[config.mk]
export PLATFORM = sky130hd
export DESIGN_NAME = alu
export DESIGN_NICKNAME = d
export VERILOG_FILES = /design/src/rtl/alu_pkg.sv /design/src/rtl/alu_addsub.sv /design/src/rtl/alu.sv
export SDC_FILE = /design/constraint.sdc
export NUM_CORES = 1
export LEC_CHECK = 0
export ABC_AREA = 1
export ABC_CLOCK_PERIOD_IN_PS = 3700
export BUFFER_PORTS_ARGS = -buffer_cell sky130_fd_sc_hd__buf_2
export CORE_UTILIZATION = 54
export CTS_BUF_LIST = sky130_fd_sc_hd__clkbuf_16
export DETAILED_ROUTE_END_ITERATION = 8
export PLACE_DENSITY = 0.87
export SYNTH_ARGS = -nofsm -noshare
export SYNTH_HDL_FRONTEND = slang
export SYNTH_SLANG_ARGS = --single-unit
export TNS_END_PERCENT = 20
[constraint.sdc]
create_clock -name clk -period 3.7 [get_ports clk]
set_input_delay 0.74 -clock clk [delete_from_list [all_inputs] [get_ports clk]]
set_output_delay 0.74 -clock clk [all_outputs]
set_load 0.01 [all_outputs]
[src/rtl/alu_pkg.sv]
// Shared constants for the 8-bit ALU slice: data width and one-hot opcodes.
package alu_pkg;

  localparam int WIDTH = 8;

  localparam logic [5:0] OP_ADD = 6'b000001;
  localparam logic [5:0] OP_AND = 6'b000010;
  localparam logic [5:0] OP_OR  = 6'b000100;
  localparam logic [5:0] OP_XOR = 6'b001000;
  localparam logic [5:0] OP_SUB = 6'b010000;
  localparam logic [5:0] OP_NOT = 6'b100000;

endpackage

[src/rtl/alu_addsub.sv]
// Combinational 8-bit adder/subtractor shared by ADD and SUB.
module alu_addsub
  import alu_pkg::*;
(
  input  logic [WIDTH-1:0] a,
  input  logic [WIDTH-1:0] b,
  input  logic             cin,
  input  logic             sub,
  output logic [WIDTH-1:0] result,
  output logic             cout
);

  logic [WIDTH-1:0] b_eff;
  logic             c_eff;
  logic [WIDTH:0]   sum;

  // Subtraction is a + ~b + ~borrow_in; the inverted carry is the borrow out.
  assign b_eff  = sub ? ~b : b;
  assign c_eff  = sub ? ~cin : cin;
  assign sum    = {1'b0, a} + {1'b0, b_eff} + {{WIDTH{1'b0}}, c_eff};
  assign result = sum[WIDTH-1:0];
  assign cout   = sub ? ~sum[WIDTH] : sum[WIDTH];

endmodule

[src/rtl/alu.sv]
// Registered 8-bit ALU slice with carry/borrow chaining for the 16-bit controller.
module alu
  import alu_pkg::*;
(
  input  logic             clk,
  input  logic             rst,
  input  logic [WIDTH-1:0] a,
  input  logic [WIDTH-1:0] b,
  input  logic [5:0]       op,
  input  logic             en,
  input  logic             cin,
  output logic [WIDTH-1:0] result,
  output logic             cout
);

  logic             is_sub;
  logic [WIDTH-1:0] as_result;
  logic             as_cout;
  logic [WIDTH-1:0] nxt_result;
  logic             nxt_cout;

  assign is_sub = (op == OP_SUB);

  alu_addsub u_addsub (
    .a      (a),
    .b      (b),
    .cin    (cin),
    .sub    (is_sub),
    .result (as_result),
    .cout   (as_cout)
  );

  // Zero, multi-hot and unknown opcodes all fall through to the zero default.
  always_comb begin
    nxt_result = '0;
    nxt_cout   = 1'b0;
    case (op)
      OP_ADD, OP_SUB: begin
        nxt_result = as_result;
        nxt_cout   = as_cout;
      end
      OP_AND: nxt_result = a & b;
      OP_OR:  nxt_result = a | b;
      OP_XOR: nxt_result = a ^ b;
      OP_NOT: nxt_result = ~a;
      default: begin
        nxt_result = '0;
        nxt_cout   = 1'b0;
      end
    endcase
  end

  always_ff @(posedge clk) begin
    if (rst) begin
      result <= '0;
      cout   <= 1'b0;
    end else if (en) begin
      result <= nxt_result;
      cout   <= nxt_cout;
    end
  end

endmodule

==> results of run 1 <==
==> stage by stage <==
stage | cell area (sq um) | setup slack [ps] | std cells
finish | 1730 | 713 | 284
global route | 1730 | 573 | 284
CTS | 1730 | 720 | 284
detailed placement | 1650 | 474 | 280
global placement | 1650 | 528 | 280
floorplan | 1480 | 673 | 220
==> power by group <==
part / internal, mW / switching, mW / leakage [nW] / total [mW]
registers: 0.0995 / 0.000883 / 0.0728 / 0.100
clock network: 0.141 / 0.0466 / 0.0423 / 0.188
logic: 0.0499 / 0.0804 / 0.803 / 0.130
total: 0.291 / 0.128 / 0.918 / 0.418
==> worst max-delay path by stage <==
| stage | to | slack [ps] | depth (start not counted) | from |
|---|---|---|---|---|
| after CTS | result[4] | 720 | 13 | op[0] |
| final | result[4] | 710 | 13 | op[0] |
| after detailed placement | result[4] | 470 | 13 | op[0] |
| after global routing | result[4] | 570 | 13 | op[0] |
| after floorplan | result[4] | 670 | 14 | op[3] |
| after global placement | result[4] | 530 | 13 | op[0] |
==> cell families after synthesis <==
logic type      after synthesis  share of synthesized area [%]
xor+xnor                     11                           6.53
flops                         9                           12.2
fa+ha+maj                    26                           23.1
compound gates               24                           9.92
buf+inv                      36                           10.7
simple gates                114                           37.6
==> cell type report <==
cell class                      count  area [sq um]  share of cell area (%)
Tap cell                           30          37.5                    2.17
Timing Repair Buffer               35           178                    10.3
Sequential cell                     9           180                    10.4
Multi-Input combinational cell    175          1140                    65.8
Clock inverter                      1          3.75                   0.217
Clock buffer                        3          75.1                    4.34
Inverter                           31           116                    6.73
==> cell usage in the layout (no fill, tap or decap) <==
master	count
nand3_1	12
a21oi_1	9
buf_2	34
xnor2_1	1
o21a_1	1
clkinv_1	1
nor3_2	1
xor2_1	10
a21o_1	1
nand4_1	10
nand4_2	1
o211ai_1	1
nand2_1	67
o21ai_1	4
inv_1	31
nor2_2	3
ha_1	24
nand3_4	2
nor2_4	3
nand2_2	2
a21oi_2	5
nor2_1	11
o21ai_0	3
clkbuf_16	3
dfxtp_1	9
or2_2	1
fa_1	2
nand3_2	1
buf_4	1
==> registers in the layout, indices dropped and copies added (netlist names) <==
| register | cells |
|---|---|
| result | 8 |
| cout | 1 |
==> critical path, cell delays in order <==
cell     delay (ps)
buf_2           140
nor2_4          210
nand3_4         230
xor2_1          220
fa_1            450
fa_1            430
nand3_1          90
nand2_1          90
or2_2           280
nand3_1          70
nand2_1          50
nand2_1          60
a21oi_2          50
==> routing by layer <==
metal	track usage [%]	vias up	part of all wire, %
met1	30.5	641	47
met2	44.5	35	48
li1	-	776	-
met5	0	-	0
met3	0.556	6	3.5
met4	12.8	0	1.9
==> flow_summary.toml, run 1 <==
[run]
drv_cap = 0

[pwr]
totalPowerFinal_mw = 0.418
ir_drop_mv = 0.347
p_per_area_nw_per_um2 = 242
p_leak_nw = 0.918

[floorplanning]
die_w_um = 54.3
design.core.area_sq_um = 2520
ios = 35
die-area_sq_um = 2940
die_h_um = 54.3
start_util_pct = 58.5
core.rowCount = 18

[hold_path]
hold_path.class = "reg -> reg"
hold_end = "result[1]"
hp-start = "result[1]"
hold_depth = 2

[placed_design]
placement.io_buffers = 34
place.gp.congestion = 0.872
hpwl_um = 2490

[detailed_routing]
wirelength_um = 3200
drt_first_pass_iters = 4
avgViaCountPerCell = 5.13
drc = 0
drtIter0Drc = 20
wl_per_cell_um = 11.3
num_vias = 1458
antenna_violating_nets_post_route = 0

[global_route]
grt_max_degree = 14
grt_pass1_wl_um = 5320
antenna_found_initial = 0
overflow = 0
grt_pass1_vias = 1296
global_route.usage.total_pct = 25.1

[cells_and_area]
synthToLayoutAreaGrowth_pct = 17.1
finalNetCount = 307
antenna_cells = 0
drive_above_1_share_pct = 22.4
fin_util_pct = 68.5
fill_cells = 245

[clock_tree]
h-tree-depth = 1
cts_sinks = 9
insertion_delay_ps = 230
clockBufferDepth = 2
clock-root-buffer = "clkbuf_16"
cts_buffers = 3
post_cts_resized = 0
clk_pin_slew_ps = 40
cts_tree = "yes"
hold_buffers = 0
post-cts-setup-buffers = 0

[sta]
final_hold_viol_count = 0
setup_tns_ps = 0
max_slew_margin_pct = 58.6
rsz0062_at_grt = "no"
tightest_slew_ps = 620
fin_skew_ps = 0
finalCriticalPeriod_ps = 2990
max_clock_freq_ghz = 0.335
setup_viol_count_final = 0
period_share_pct = 80.7
maxSlewViolCount = 0
hold_ws_ps = 457

[logic_synthesis]
syn_inst = 220
synth.cell_area_sq_um = 1480
ys.flop_type = "dfxtp_1"
synthTopCellsByCount = "nand2_1, inv_1, ha_1"
synthTopCellsByArea = "ha_1, nand2_1, dfxtp_1"
yosysUniqueCellTypes = 29
synth_nets = 272
synth-edff-count = 0
avgSynthCellArea_sq_um = 6.71
yosysSeqAreaShare_pct = 12.2
yosysMostFrequentCell = "nand2_1"
async_flop_share_pct = 0
synth_largest_area_cell = "ha_1"
yosysWarnings = 0
yosys.area.top_type_share_pct = 20.4
ys_ff_latch = 9

[critical_path]
worstReg2RegStart = "cout"
cp_data_required_time_ps = 3820
worstSetupStartpointType = "primary input"
reg2reg_slack_ps = 3120
worstPathMaxFanout = 13
reg2reg_depth = 2
r2r_end = "cout"
cp-end-kind = "register"
arrival_ps = 3110
critical_path_class = "in -> reg"

[outcome]
status = "complete, no violations"
Power figures use the tool's default switching activity.
==> run 2: changes to the inputs <==
Settings changed: ABC_AREA 1 to 0, ABC_CLOCK_PERIOD_IN_PS 3700 to 2600, CORE_UTILIZATION 54 to 48, PLACE_DENSITY 0.87 to 0.84.
Clock period 3.7 ns to 2.6 ns, I/O delays scaled along.
==> flow_summary.toml, run 2 <==
[outcome]
status = "finished, violations left"
violations = "negative setup slack"

[logic_synthesis]
synth_nets = 221
yosysUniqueCellTypes = 39
async_flop_share_pct = 0
synth_largest_area_cell = "ha_1"
synthTopCellsByCount = "ha_1, inv_1, nor2_1"
yosysWarnings = 0
yosysSeqAreaShare_pct = 13.5
syn_inst = 169
synth.cell_area_sq_um = 1330
avgSynthCellArea_sq_um = 7.89
synthTopCellsByArea = "ha_1, dfxtp_1, xnor2_1"
synth-edff-count = 0
ys.flop_type = "dfxtp_1"
yosys.area.top_type_share_pct = 22.5
yosysMostFrequentCell = "ha_1"
ys_ff_latch = 9

[cells_and_area]
multi_input_area_sq_um = 1120
instances_no_fill = 253
ff_latch_area_sq_um = 180
reg_top3 = "result x8, cout x1"
synthToLayoutAreaGrowth_pct = 36.3
final_common_cell = "buf_2"
largest_reg_flops = 8
drive_above_1_share_pct = 32.7
antenna_cells = 0
top_register = "result"
layout_common_cells = "buf_2, ha_1, buf_4, inv_1, nor2_1"
fill_cells = 212
finalNetCount = 276

[global_route]
grt_pass1_vias = 1332
grt_max_degree = 15
overflow = 0
grt_pass1_wl_um = 5780
antenna_found_initial = 0
global_route.usage.total_pct = 26.9

[placed_design]
placement.io_buffers = 34
dp_cells = 249
hpwl_um = 2680
place.gp.congestion = 0.851

[sta]
final_hold_viol_count = 0
fin_skew_ps = 0
setup_viol_count_final = 4
rsz0062_at_grt = "yes"
period_share_pct = 108
tightest_slew_ps = 595
finalCriticalPeriod_ps = 2810
max_clock_freq_ghz = 0.356
maxSlewViolCount = 0
max_slew_margin_pct = 59.9
timing.final.ws_setup_ps = -205

[critical_path]
cp_data_required_time_ps = 2740
crit_top_cell = "fa_2"
cp_slowest_cell = "or4_1"
worstPathCellList = "buf_2, nor3_4, nand3_2, xnor2_2, fa_2, fa_2, a21o_1, a221oi_2, nor3_1, or4_1, o311ai_1"
worstSetupStartpointType = "primary input"
cp-end-kind = "register"
max_stage_delay_ps = 400
worstPathMaxFanout = 3
critical_path_class = "in -> reg"
arrival_ps = 2940

[detailed_routing]
drt_first_pass_iters = 4
wl_per_cell_um = 14.0
wirelength_um = 3530
drtIter0Drc = 42
avgViaCountPerCell = 5.75
num_vias = 1454
drc = 0
antenna_violating_nets_post_route = 0

[pwr]
p_per_area_nw_per_um2 = 365
ir_drop_mv = 0.483
p_leak_nw = 0.898
totalPowerFinal_mw = 0.664

[clock_tree]
cts_sinks = 9
clk_pin_slew_ps = 40
cts_buffers = 3
post-cts-setup-buffers = 0
h-tree-depth = 1
clockBufferDepth = 2
insertion_delay_ps = 240
clock-root-buffer = "clkbuf_16"
cts_tree = "yes"

[floorplanning]
start_util_pct = 52.4
die_h_um = 54.7
die-area_sq_um = 2990
ios = 35
core.rowCount = 18
design.core.area_sq_um = 2540
die_w_um = 54.7

[run]
drv_cap = 0

[hold_path]
hold_path.class = "reg -> reg"
-- run 2: per-layer routing --
metal / routed length (um) / global-route usage (%) / vias to the layer above
met3: 207 / 2.22 / 2
li1: - / - / 726
met4: 10 / 10.7 / 0
met1: 1530 / 33.1 / 678
met2: 1780 / 47.4 / 48
met5: 0 / 0 / -
-- run 2: per-stage QoR --
| stage | area [sq um] | worst slack, ps | hold WS [ps] | TNS [ps] | utilization, % |
|---|---|---|---|---|---|
| 6_report | 1820 | -205 | 476 | -350 | 71.4 |
| 2_1_floorplan | 1360 | -456 | 496 | -1180 | - |
| 3_3_place_gp | 1690 | -338 | 472 | -1050 | 66.6 |
| 5_1_grt | 1820 | -275 | 504 | -712 | 71.4 |
| 3_5_place_dp | 1690 | -423 | 479 | -1400 | 66.6 |
| 4_1_cts | 1800 | -173 | 481 | -241 | 70.7 |
-- run 2: cell families after synthesis --
family,after synthesis,share of synthesized area [%]
fa+ha+maj,26,25.5
xor+xnor,14,9.19
compound gates,48,24.5
buf+inv,24,7.60
simple gates,48,19.7
flops,9,13.5
-- run 2: path summary, 6_finish.rpt --
kind | start | end | slack [ps] | cells after the start
worst max register to register | cout | cout | 1850 | 2
worst max-delay path | op[5] | cout | -210 | 11
worst min-delay path | result[3] | result[3] | 480 | 2
worst min register to register | result[3] | result[3] | 480 | 2
-- run 2: worst max-delay path, delay by kind of cell --
kind            cells  cell delay, ps
simple gates        4             870
fa+ha+maj           2             730
compound gates      3             530
xor+xnor            1             180
buf+inv             1             120
-- run 2: where the power goes --
part	leakage, nW	switching [mW]	total, mW	internal, mW
Sequential	0.0735	0.00248	0.147	0.144
Clock	0.0409	0.0697	0.273	0.203
Combinational	0.784	0.127	0.245	0.118
Total	0.898	0.199	0.664	0.465
-- run 2: timing repair --
item	in CTS	in global routing
endpoints found under the setup margin	3	5
pin swaps	4	2
hold buffers	0	0
resized for setup	4	3
-- run 2: area by class of cell --
class	instances	area share (%)
clock inverters	1	0.275
well taps	30	2.06
flip-flops and latches	9	9.91
clock buffers	3	4.13
inverters	18	3.72
repair buffers	56	18.4
multi-input cells	136	61.5
